--- src/rtl/video_timing.sv ---
// Raster timing generator: free-running pixel/line counters decoded into
// registered active-area coordinates, data enable, syncs and start pulses.
module video_timing #(
    parameter int unsigned HOR_ACTIVE_PIXELS = 1280,
    parameter int unsigned HOR_FRONT_PORCH   = 110,
    parameter int unsigned HOR_SYNC          = 40,
    parameter int unsigned HOR_BACK_PORCH    = 220,
    parameter int unsigned VER_ACTIVE_PIXELS = 720,
    parameter int unsigned VER_FRONT_PORCH   = 5,
    parameter int unsigned VER_SYNC          = 5,
    parameter int unsigned VER_BACK_PORCH    = 20,
    parameter int unsigned SYNC_ACTIVE_HIGH  = 1,
    localparam int unsigned H_TOTAL = HOR_ACTIVE_PIXELS + HOR_FRONT_PORCH + HOR_SYNC + HOR_BACK_PORCH,
    localparam int unsigned V_TOTAL = VER_ACTIVE_PIXELS + VER_FRONT_PORCH + VER_SYNC + VER_BACK_PORCH,
    localparam int unsigned X_WIDTH = $clog2(HOR_ACTIVE_PIXELS),
    localparam int unsigned Y_WIDTH = $clog2(VER_ACTIVE_PIXELS)
) (
    input  logic               clk,
    input  logic               rst_n,
    output logic [X_WIDTH-1:0] x,
    output logic [Y_WIDTH-1:0] y,
    output logic               de,
    output logic               hsync,
    output logic               vsync,
    output logic               line_start,
    output logic               frame_start
);

    localparam int unsigned HW = $clog2(H_TOTAL);
    localparam int unsigned VW = $clog2(V_TOTAL);

    // Decode bounds are one bit wider than the counters so an end bound equal
    // to the total (zero back porch) still fits without wrapping.
    localparam logic [HW:0] H_ACT_END   = (HW+1)'(HOR_ACTIVE_PIXELS);
    localparam logic [HW:0] H_SYNC_BEG  = (HW+1)'(HOR_ACTIVE_PIXELS + HOR_FRONT_PORCH);
    localparam logic [HW:0] H_SYNC_END  = (HW+1)'(HOR_ACTIVE_PIXELS + HOR_FRONT_PORCH + HOR_SYNC);
    localparam logic [VW:0] V_ACT_END   = (VW+1)'(VER_ACTIVE_PIXELS);
    localparam logic [VW:0] V_SYNC_BEG  = (VW+1)'(VER_ACTIVE_PIXELS + VER_FRONT_PORCH);
    localparam logic [VW:0] V_SYNC_END  = (VW+1)'(VER_ACTIVE_PIXELS + VER_FRONT_PORCH + VER_SYNC);
    localparam logic [HW-1:0] H_LAST    = HW'(H_TOTAL - 1);
    localparam logic [VW-1:0] V_LAST    = VW'(V_TOTAL - 1);
    localparam logic          SYNC_ON   = 1'(SYNC_ACTIVE_HIGH != 0);

    logic [HW-1:0] h_cnt;
    logic [VW-1:0] v_cnt;
    logic [HW:0]   h_ext;
    logic [VW:0]   v_ext;
    logic          de_c;
    logic          hs_c;
    logic          vs_c;
    logic          h_last_c;

    // Combinational decode of the current counter position
    always_comb begin
        h_ext    = {1'b0, h_cnt};
        v_ext    = {1'b0, v_cnt};
        de_c     = (h_ext < H_ACT_END) && (v_ext < V_ACT_END);
        hs_c     = (h_ext >= H_SYNC_BEG) && (h_ext < H_SYNC_END);
        vs_c     = (v_ext >= V_SYNC_BEG) && (v_ext < V_SYNC_END);
        h_last_c = (h_cnt == H_LAST);
    end

    // Pixel and line counters; line counter advances on pixel wrap
    always_ff @(posedge clk or negedge rst_n) begin
        if (!rst_n) begin
            h_cnt <= '0;
            v_cnt <= '0;
        end else begin
            if (h_last_c) begin
                h_cnt <= '0;
                v_cnt <= (v_cnt == V_LAST) ? '0 : v_cnt + VW'(1);
            end else begin
                h_cnt <= h_cnt + HW'(1);
            end
        end
    end

    // Registered outputs, one cycle behind the counters
    always_ff @(posedge clk or negedge rst_n) begin
        if (!rst_n) begin
            x           <= '0;
            y           <= '0;
            de          <= 1'b0;
            hsync       <= ~SYNC_ON;
            vsync       <= ~SYNC_ON;
            line_start  <= 1'b0;
            frame_start <= 1'b0;
        end else begin
            x           <= de_c ? X_WIDTH'(h_cnt) : '0;
            y           <= de_c ? Y_WIDTH'(v_cnt) : '0;
            de          <= de_c;
            hsync       <= hs_c ? SYNC_ON : ~SYNC_ON;
            vsync       <= vs_c ? SYNC_ON : ~SYNC_ON;
            line_start  <= (h_cnt == '0);
            frame_start <= (h_cnt == '0) && (v_cnt == '0);
        end
    end

endmodule

--- config.mk ---
export PLATFORM = sky130hd
export DESIGN_NAME = video_timing
export DESIGN_NICKNAME = d
export VERILOG_FILES = /design/src/rtl/video_timing.sv
export SDC_FILE = /design/constraint.sdc
export NUM_CORES = 1
export LEC_CHECK = 0
export CAP_MARGIN = 10
export CELL_PAD_IN_SITES_DETAIL_PLACEMENT = 0
export CELL_PAD_IN_SITES_GLOBAL_PLACEMENT = 1
export CORE_AREA = 8 8 77 79
export CTS_CLUSTER_SIZE = 40
export DETAILED_ROUTE_END_ITERATION = 7
export DIE_AREA = 0 0 85 87
export PLACE_DENSITY = 0.85
export SLEW_MARGIN = 0
export SYNTH_ARGS = -nofsm -noshare
export SYNTH_HDL_FRONTEND = slang
export SYNTH_SLANG_ARGS = --single-unit
export TNS_END_PERCENT = 10
--- constraint.sdc ---
create_clock -name clk -period 3 [get_ports clk]
set_clock_uncertainty 0.05 [all_clocks]
set_input_delay 0.45 -clock clk [delete_from_list [all_inputs] [get_ports clk]]
set_output_delay 0.45 -clock clk [all_outputs]
set_load 0.01 [all_outputs]
# ---- Yosys cells after proc, flatten, opt, wreduce, memory -nomap -nowiden
# Cells that the tools add are included.
dict set report op_classes {
  n_addsub 2
  magnitude_cmp 6
  n_eq_ne 2
  n_mux 6
  n_reduce_logical 6
}
# op n
set ops {}
lappend ops {{11-bit < comparator (second input constant)} 2}
lappend ops {{11-bit two-way mux} 2}
lappend ops {{10-bit < comparator (second input constant)} 2}
lappend ops {{10-bit two-way mux} 2}
lappend ops {{11-bit by 1-bit adder with 11-bit output (second input constant)} 1}
lappend ops {{11-bit == test (second input constant)} 1}
lappend ops {{11-bit >= comparator (second input constant)} 1}
lappend ops {{11-bit logical NOT} 1}
lappend ops {{10-bit by 1-bit adder with 10-bit output (second input constant)} 1}
lappend ops {{10-bit == test (second input constant)} 1}
lappend ops {{10-bit >= comparator (second input constant)} 1}
lappend ops {{10-bit logical NOT} 1}
lappend ops {{1-bit logical AND} 4}
lappend ops {{1-bit two-way mux} 2}
dict set report totals {
  ff_bits 47
  input_bits 2
  output_inout_bits 26
  wordCells 31
}

# ---- Depth between registers and ports, before layout
# Gate-level depths: netlist of run 1.
dict set report logic_depth {
  depth_word 3
  mapped_depth 7
  depth_no_buf 6
}

# ---- Worst setup path before layout of run 1
# No wires, ideal clock.
dict set report synth_path {
  path_type {register -> register}
  start {reg v_cnt[2]}
  end {reg v_cnt[9]}
  setup_time_ns 0.079
  arrival_time_ns 1.461
  t_required_ns 2.871
  path_slack_ns 1.410
  stages_incl_launch_ff 6
  path_buffers 1
  period_less_slack_ns 1.590
  path_cell_list {dfrtp_1 buf_4 nand3_2 or4_4 or3b_1 mux2i_1}
}
dict set report synth_via {
  elab_chain_len 2
  elab_cells_between_ends 3
  classes_between {add/sub (1); eq/ne (1); mux (1)}
}
# element line
set synth_rtl {}
lappend synth_rtl {{from (decl)} 45} ;# logic [VW-1:0] v_cnt;
lappend synth_rtl {{from (signal assigned)} 71} ;# v_cnt <= (v_cnt == V_LAST) ? '0 : v_cnt + VW'(1);
lappend synth_rtl {{10-bit by 1-bit adder with 10-bit output / 10-bit == test (equally long branches)} 71}
lappend synth_rtl {{10-bit two-way mux (*)} 71}
# Mark *: on every way between the ends. The rest lies on a longest branch, timed or not.
# A chain may end at the register's enable or synchronous reset.

# ---- Worst setup path in the final report of run 1
dict set report layout_path {
  start {reg h_cnt[8]}
  end {reg v_cnt[4]}
}
dict set report layout_via {
  elab_chain_len 1
}
# element line
set layout_rtl {}
lappend layout_rtl {{from (decl)} 44} ;# logic [HW-1:0] h_cnt;
lappend layout_rtl {{from (signal assigned)} 73} ;# h_cnt <= h_cnt + HW'(1);
lappend layout_rtl {{11-bit == test} 60} ;# h_last_c = (h_cnt == H_LAST);
# Every way passes these cells.

==> results of run 1 <==
worst max-delay path by stage:
| stage | endpoint | slack, ns | cells past startpoint |
|---|---|---|---|
| after floorplan | v_cnt[9] | 1.41 | 5 |
| after global placement | v_cnt[4] | 1.21 | 4 |
| after detailed placement | v_cnt[4] | 1.19 | 6 |
| after CTS | v_cnt[4] | 1.17 | 4 |
| after global routing | v_cnt[4] | 1.05 | 4 |
| final | v_cnt[4] | 1.18 | 4 |
placed cells by master, fill, tap and decap left out, types with 2 or more instances in the layout:
master / count
nand3_1: 12
a21oi_1: 7
nor2_1: 9
nand2_1: 10
a31oi_1: 2
clkdlybuf4s50_1: 26
xor2_1: 3
dfrtp_1: 47
inv_1: 11
xnor2_1: 5
nor4b_1: 3
nand4_1: 4
ha_1: 7
bufinv_16: 2
o211ai_1: 2
and4b_1: 2
nand3_2: 2
clkbuf_8: 5
nor3_1: 6
and3_1: 7
and3_2: 3
and2_1: 18
o21ai_0: 7
mux2i_1: 5
cell families (layout without fill, tap and decap cells):
logic type | Yosys count | in the layout | share of synthesized area (%)
xor+xnor | 8 | 8 | 3.36
buf+inv | 18 | 47 | 3.60
simple gates | 83 | 83 | 24.1
compound gates | 21 | 21 | 5.83
fa+ha+maj | 7 | 7 | 4.20
mux | 5 | 5 | 2.40
flops | 47 | 47 | 56.5
area by class of cell:
type / count / area, um2
clock buffers: 6 / 72.6
multi-input cells: 124 / 832
inverters: 11 / 41.3
fillers: 430 / 2320
well taps: 56 / 70.1
flip-flops and latches: 47 / 1180
repair buffers: 28 / 273
clock inverters: 2 / 60.1
synth_stat cells (2+ instances only):
master	number	area share (%)
a21oi_1	7	1.7
a31oi_1	2	0.60
and2_1	18	5.4
and3_1	7	2.1
and3_2	3	1.1
and4b_1	2	0.96
buf_2	3	0.72
clkbuf_1	3	0.54
dfrtp_1	47	56
ha_1	7	4.2
inv_1	11	2.0
mux2i_1	5	2.4
nand2_1	10	1.8
nand3_1	12	2.9
nand3_2	2	0.96
nand4_1	4	1.2
nor2_1	9	1.6
nor3_1	6	1.4
nor4b_1	3	1.3
o211ai_1	2	0.72
o21ai_0	7	1.7
xnor2_1	5	2.1
xor2_1	3	1.3
worst register-to-register path, cell delays in order, from the launching register on:
cell	delay, ns
dfrtp_1	0.48
nor4_4	0.35
and3_1	0.50
nand4_1	0.18
mux2i_1	0.14
power groups by stage:
stage | sequential, mW | clock (mW) | combinational (mW)
after global placement | 0.646 | 0 | 0.0127
after CTS | 0.633 | 0.548 | 0.0129
after global routing | 0.633 | 0.575 | 0.0149
after floorplan | 0.646 | 0 | 0.000000390
after detailed placement | 0.646 | 0 | 0.0129
final | 0.633 | 0.532 | 0.0119
registers in the layout, indices dropped and copies added (netlist names):
signal,cells
hsync,1
line_start,1
h_cnt,11
de,1
y,10
vsync,1
frame_start,1
v_cnt,10
x,11
per-layer routing:
metal | vias to the layer above | GRT usage [%]
met5 | - | 0
met4 | 0 | 4.85
met3 | 7 | 3.40
met2 | 35 | 17.7
met1 | 692 | 13.1
li1 | 703 | -
==> results.yml, run 1 <==
status:
  status: "completed"
floorplan:
  ioPinCount: 28
  die_w_um: 85
  coreArea_mm2: 0.00485
  row_count: 26
  dieArea_mm2: 0.00740
  initial_core_util_pct: 43.0
  die_y_um: 87
timing:
  tns_ns: 0
  slew_violations: 0
  setup_viol: 0
  setup_ws_ns: 1.18
  max_freq_mhz: 551
  rsz0062_at_grt: "no"
  tightest_slew_ns: 1.00
  slew_headroom_pct: 33.3
  finalCritPeriodShare_pct: 60.5
  fin_crit_ns: 1.82
  hold_violations: 0
  whs_ns: 0.271
clocking:
  cts_buffers: 5
  cts.sinks: 47
  htreeDepth: 2
  cts_setup_buffers: 0
  cts_tree: "yes"
  cts.clk_slew.worst_paths_ns: 0.08
  clockBufferDepth: 2
  clock-root-buffer: "clkbuf_8"
  holdBufCountCts: 0
  clkLatencyLatePin_ns: 0.30
  cts_resized: 0
yosys:
  synth_top_flop_cell: "dfrtp_1"
  synth_cells: 189
  synth.distinct_cells: 34
  synth_area_mm2: 0.00208
  synth_nets: 198
  synth-seq-area-share_pct: 56.5
  async_reset_ff_share_pct: 100
  ys_ff_latch: 47
  avgSynthCellArea_um2: 11.0
  synth_edf_count: 0
  yosys_warnings: 0
pwr:
  power_frac_clock_pct: 45.2
  swShare_pct: 17.9
  power.net_switching_mw: 0.211
  ir_drop_uv: 247
  internal_power_mw: 0.966
  p_leak_nw: 1.16
  powerDensity_mw_per_mm2: 466
  comb_power_share_pct: 1.0
  seqPwrFrac_pct: 53.8
  power_mw: 1.18
setup_path:
  cp_max_fo: 13
  r2r_end: "v_cnt[4]"
  critical_path.top_delay_family: "simple AND/OR/NAND/NOR gates"
  cp_slowest_cell: "and3_1"
  start_kind: "flop"
  cp-end-kind: "flop"
  reg2reg_slack_ns: 1.18
  crit_arrival_ns: 1.95
  r2r_cells: 4
  crit_path_cell_trace: "nor4_4 > and3_1 > nand4_1 > mux2i_1"
  crit_required_ns: 3.13
  crit_path_max_incr_delay_ns: 0.50
  r2r-start: "h_cnt[8]"
  path_buf_inv: 0
  crit_start: "h_cnt[8]"
  crit_type: "reg2reg"
cells_and_area:
  antenna_cells: 0
  drive_gt1_share_pct: 8.72
  fin_cells: 274
  final_area_mm2: 0.00252
  area_delta_synth_final_pct: 21.2
  final_util_pct: 52.1
  fin_nets: 226
global_route:
  antenna_found_initial: 0
  grt_util_all_layers_pct: 11.0
  grt_pass1_vias: 1312
  grt_first_pass_wirelength_um: 6420
  overflow: 0
  grt_max_degree: 48
route:
  ant_nets: 0
  firstDrtPassIters: 4
  wl_um: 3800
  drc: 0
  wl_met3_um: 212
  routed.top_layer: "met4"
  drt_iter0_markers: 102
  drt-met1-wl_um: 1770
  wl_met2_um: 1740
  route.vias.total: 1437
  viasPerCell: 5.24
  wire_per_inst_um: 13.9
job:
  maxCapViolCount: 0
place:
  dp_hpwl_um: 2600
  pre_cts_slack_ns: 1.19
  numPortBuffers: 27
  placed_cell_area_mm2: 0.00239
  place_congestion: 0.826
  dp.cells: 266
worst_hold_path:
  worstHoldPathType: "in2async"
Note: power is estimated with default switching activity, not from simulation.
==> run 2, diff against run 1 <==
Settings changed: CORE_AREA 8 8 77 79 to 8 8 84 86, DIE_AREA 0 0 85 87 to 0 0 92 94, PLACE_DENSITY 0.85 to 0.75.
Clock period 3 ns to 1.6 ns, I/O delays scaled along.
==> run 2 against run 1 <==
  * The flow now finishes with violations (setup timing)
  * Design area grew 14%
  * Sequential power grew 88%
  * Fmax grew 13%
  * Flip-flop and latch count is the same
  * Critical path depth is the same
  * Global-route usage shrank 0.11 points
  * Combinational power grew to 2.5 times the previous value
  * Final cell count grew 20%
  * Largest cell class unchanged
  * Largest power group unchanged
  * Hold slack gained 0.12 ns
  * Total power grew 90%
==> results.yml, run 2 (same netlist as run 1, synthesis figures left out) <==
status:
  status: "finished, violations left"
  violations: "setup timing"
pwr:
  power.net_switching_mw: 0.417
  ir_drop_uv: 472
  power_mw: 2.24
  power_frac_clock_pct: 45.6
  p_leak_nw: 1.34
  swShare_pct: 18.7
  seqPwrFrac_pct: 53.1
  comb_power_share_pct: 1.3
  powerDensity_mw_per_mm2: 779
  internal_power_mw: 1.82
route:
  drt_iter0_markers: 94
  route.vias.total: 1554
  wl_um: 4470
  firstDrtPassIters: 4
  ant_nets: 0
  viasPerCell: 4.74
  wire_per_inst_um: 13.6
  drc: 0
clocking:
  cts.clk_slew.worst_paths_ns: 0.09
  clock-root-buffer: "clkbuf_8"
  cts.sinks: 47
  htreeDepth: 2
  cts_buffers: 5
  clkLatencyLatePin_ns: 0.30
  cts_tree: "yes"
  clockBufferDepth: 2
timing:
  rsz0062_at_grt: "yes"
  setup_viol: 1
  slew_violations: 0
  tns_ns: -0.00719
  max_freq_mhz: 622
  hold_violations: 0
  finalCritPeriodShare_pct: 100
  setup_ws_ns: -0.00719
  tightest_slew_ns: 0.341
  slew_headroom_pct: 77.1
  fin_crit_ns: 1.61
global_route:
  grt_max_degree: 48
  grt_util_all_layers_pct: 10.9
  antenna_found_initial: 0
  overflow: 0
  grt_first_pass_wirelength_um: 7470
  grt_pass1_vias: 1543
setup_path:
  crit_type: "reg2reg"
  reg2reg_slack_ns: -0.007
  critical_path.top_delay_family: "simple AND/OR/NAND/NOR gates"
  cp_max_fo: 2
  r2r-start: "v_cnt[3]"
  crit_path_cell_trace: "nand3_2 > or4_4 > or3b_1 > mux2i_1"
  start_kind: "flop"
  r2r_end: "v_cnt[9]"
  crit_path_max_incr_delay_ns: 0.49
  crit_arrival_ns: 1.79
  path_buf_inv: 0
  crit_required_ns: 1.78
  cp_slowest_cell: "or4_4"
  r2r_cells: 4
  cp-end-kind: "flop"
cells_and_area:
  drive_gt1_share_pct: 24.9
  largestRegisters: "h_cnt x11, x x11"
  area_delta_synth_final_pct: 37.7
  layout_common_cells: "dfrtp_1 (46), buf_4 (32), clkdlybuf4s50_1 (26), and2_1 (18)"
  antenna_cells: 0
  fillers: 523
  fin_nets: 261
  layout_commonest_cell: "dfrtp_1"
floorplan:
  die_y_um: 94
  die_w_um: 92
  initial_core_util_pct: 36.3
  row_count: 28
  coreArea_mm2: 0.00575
  dieArea_mm2: 0.00865
  ioPinCount: 28
place:
  place_congestion: 0.847
  dp_hpwl_um: 3180
  numPortBuffers: 27
job:
  maxCapViolCount: 0
worst_hold_path:
  worstHoldPathType: "in2async"
-- run 2: changes by cell type in the layout (fill, tap and decap cells not counted), moves of 3 or more --
cell / before / now
o21ai_0: 7 / 4
a21oi_1: 7 / 4
o21ai_1: 0 / 3
buf_4: 1 / 32
a21oi_2: 0 / 3
-- run 2: what timing repair did --
item,4_1_cts,5_1_grt
endpoints found under the setup margin,4,23
hold buffers,1,0
endpoints found under the hold margin,47,0
buffers inserted,0,2
resized for setup,4,13
pin swaps,0,7
-- run 2: metrics by stage --
step | util, % | cell area [um2] | hold slack [ns] | std cells | setup WS, ns
4_1_cts | 49.1 | 2820 | 0.398 | 326 | -0.0105
3_3_place_gp | 46.5 | 2670 | 0.187 | 317 | 0.00951
3_5_place_dp | 46.5 | 2670 | 0.188 | 317 | -0.0259
5_1_grt | 49.9 | 2870 | 0.404 | 328 | -0.0583
6_report | 49.9 | 2870 | 0.389 | 328 | -0.00719
2_1_floorplan | - | 2080 | -0.106 | 189 | 0.00964
-- run 2: cell type report --
type	instances	area (um2)	area share, %
flip-flops and latches	47	1180	41.0
clock buffers	6	72.6	2.53
inverters	11	41.3	1.44
well taps	75	93.8	3.27
multi-input cells	124	866	30.2
repair buffers	63	558	19.5
clock inverters	2	60.1	2.09
-- run 2: worst max-delay path by stage --
stage	start	endpoint	slack (ns)	cells past startpoint
2_1_floorplan	v_cnt[2]	v_cnt[9]	0.01	5
3_3_place_gp	h_cnt[8]	v_cnt[3]	0.01	4
3_5_place_dp	h_cnt[8]	v_cnt[7]	-0.03	5
4_1_cts	h_cnt[8]	v_cnt[7]	-0.01	5
5_1_grt	h_cnt[2]	v_cnt[9]	-0.06	4
6_report	v_cnt[3]	v_cnt[9]	-0.007	4
-- run 2: tightest hold or removal path, stage by stage --
cell and delay [ns]:
dlygate4sd3_1 0.52, buf_2 0.12, buf_12 0.24
-- run 2: metal layers --
layer	part of all wire [%]	vias up	global-route usage, %	routed length (um)
met2	45	50	16.6	2020
met5	0	-	0	0
met1	46	721	13.9	2050
met3	6.4	10	2.72	285
met4	2.4	0	5.64	108
li1	-	773	-	-
-- run 2: power groups by stage --
stage / registers [mW] / logic (mW) / clock network [mW]
after floorplan: 1.21 / 0.000000390 / 0
after global placement: 1.21 / 0.0301 / 0
after detailed placement: 1.21 / 0.0305 / 0
after CTS: 1.19 / 0.0324 / 1.04
after global routing: 1.19 / 0.0359 / 1.09
final: 1.19 / 0.0301 / 1.02
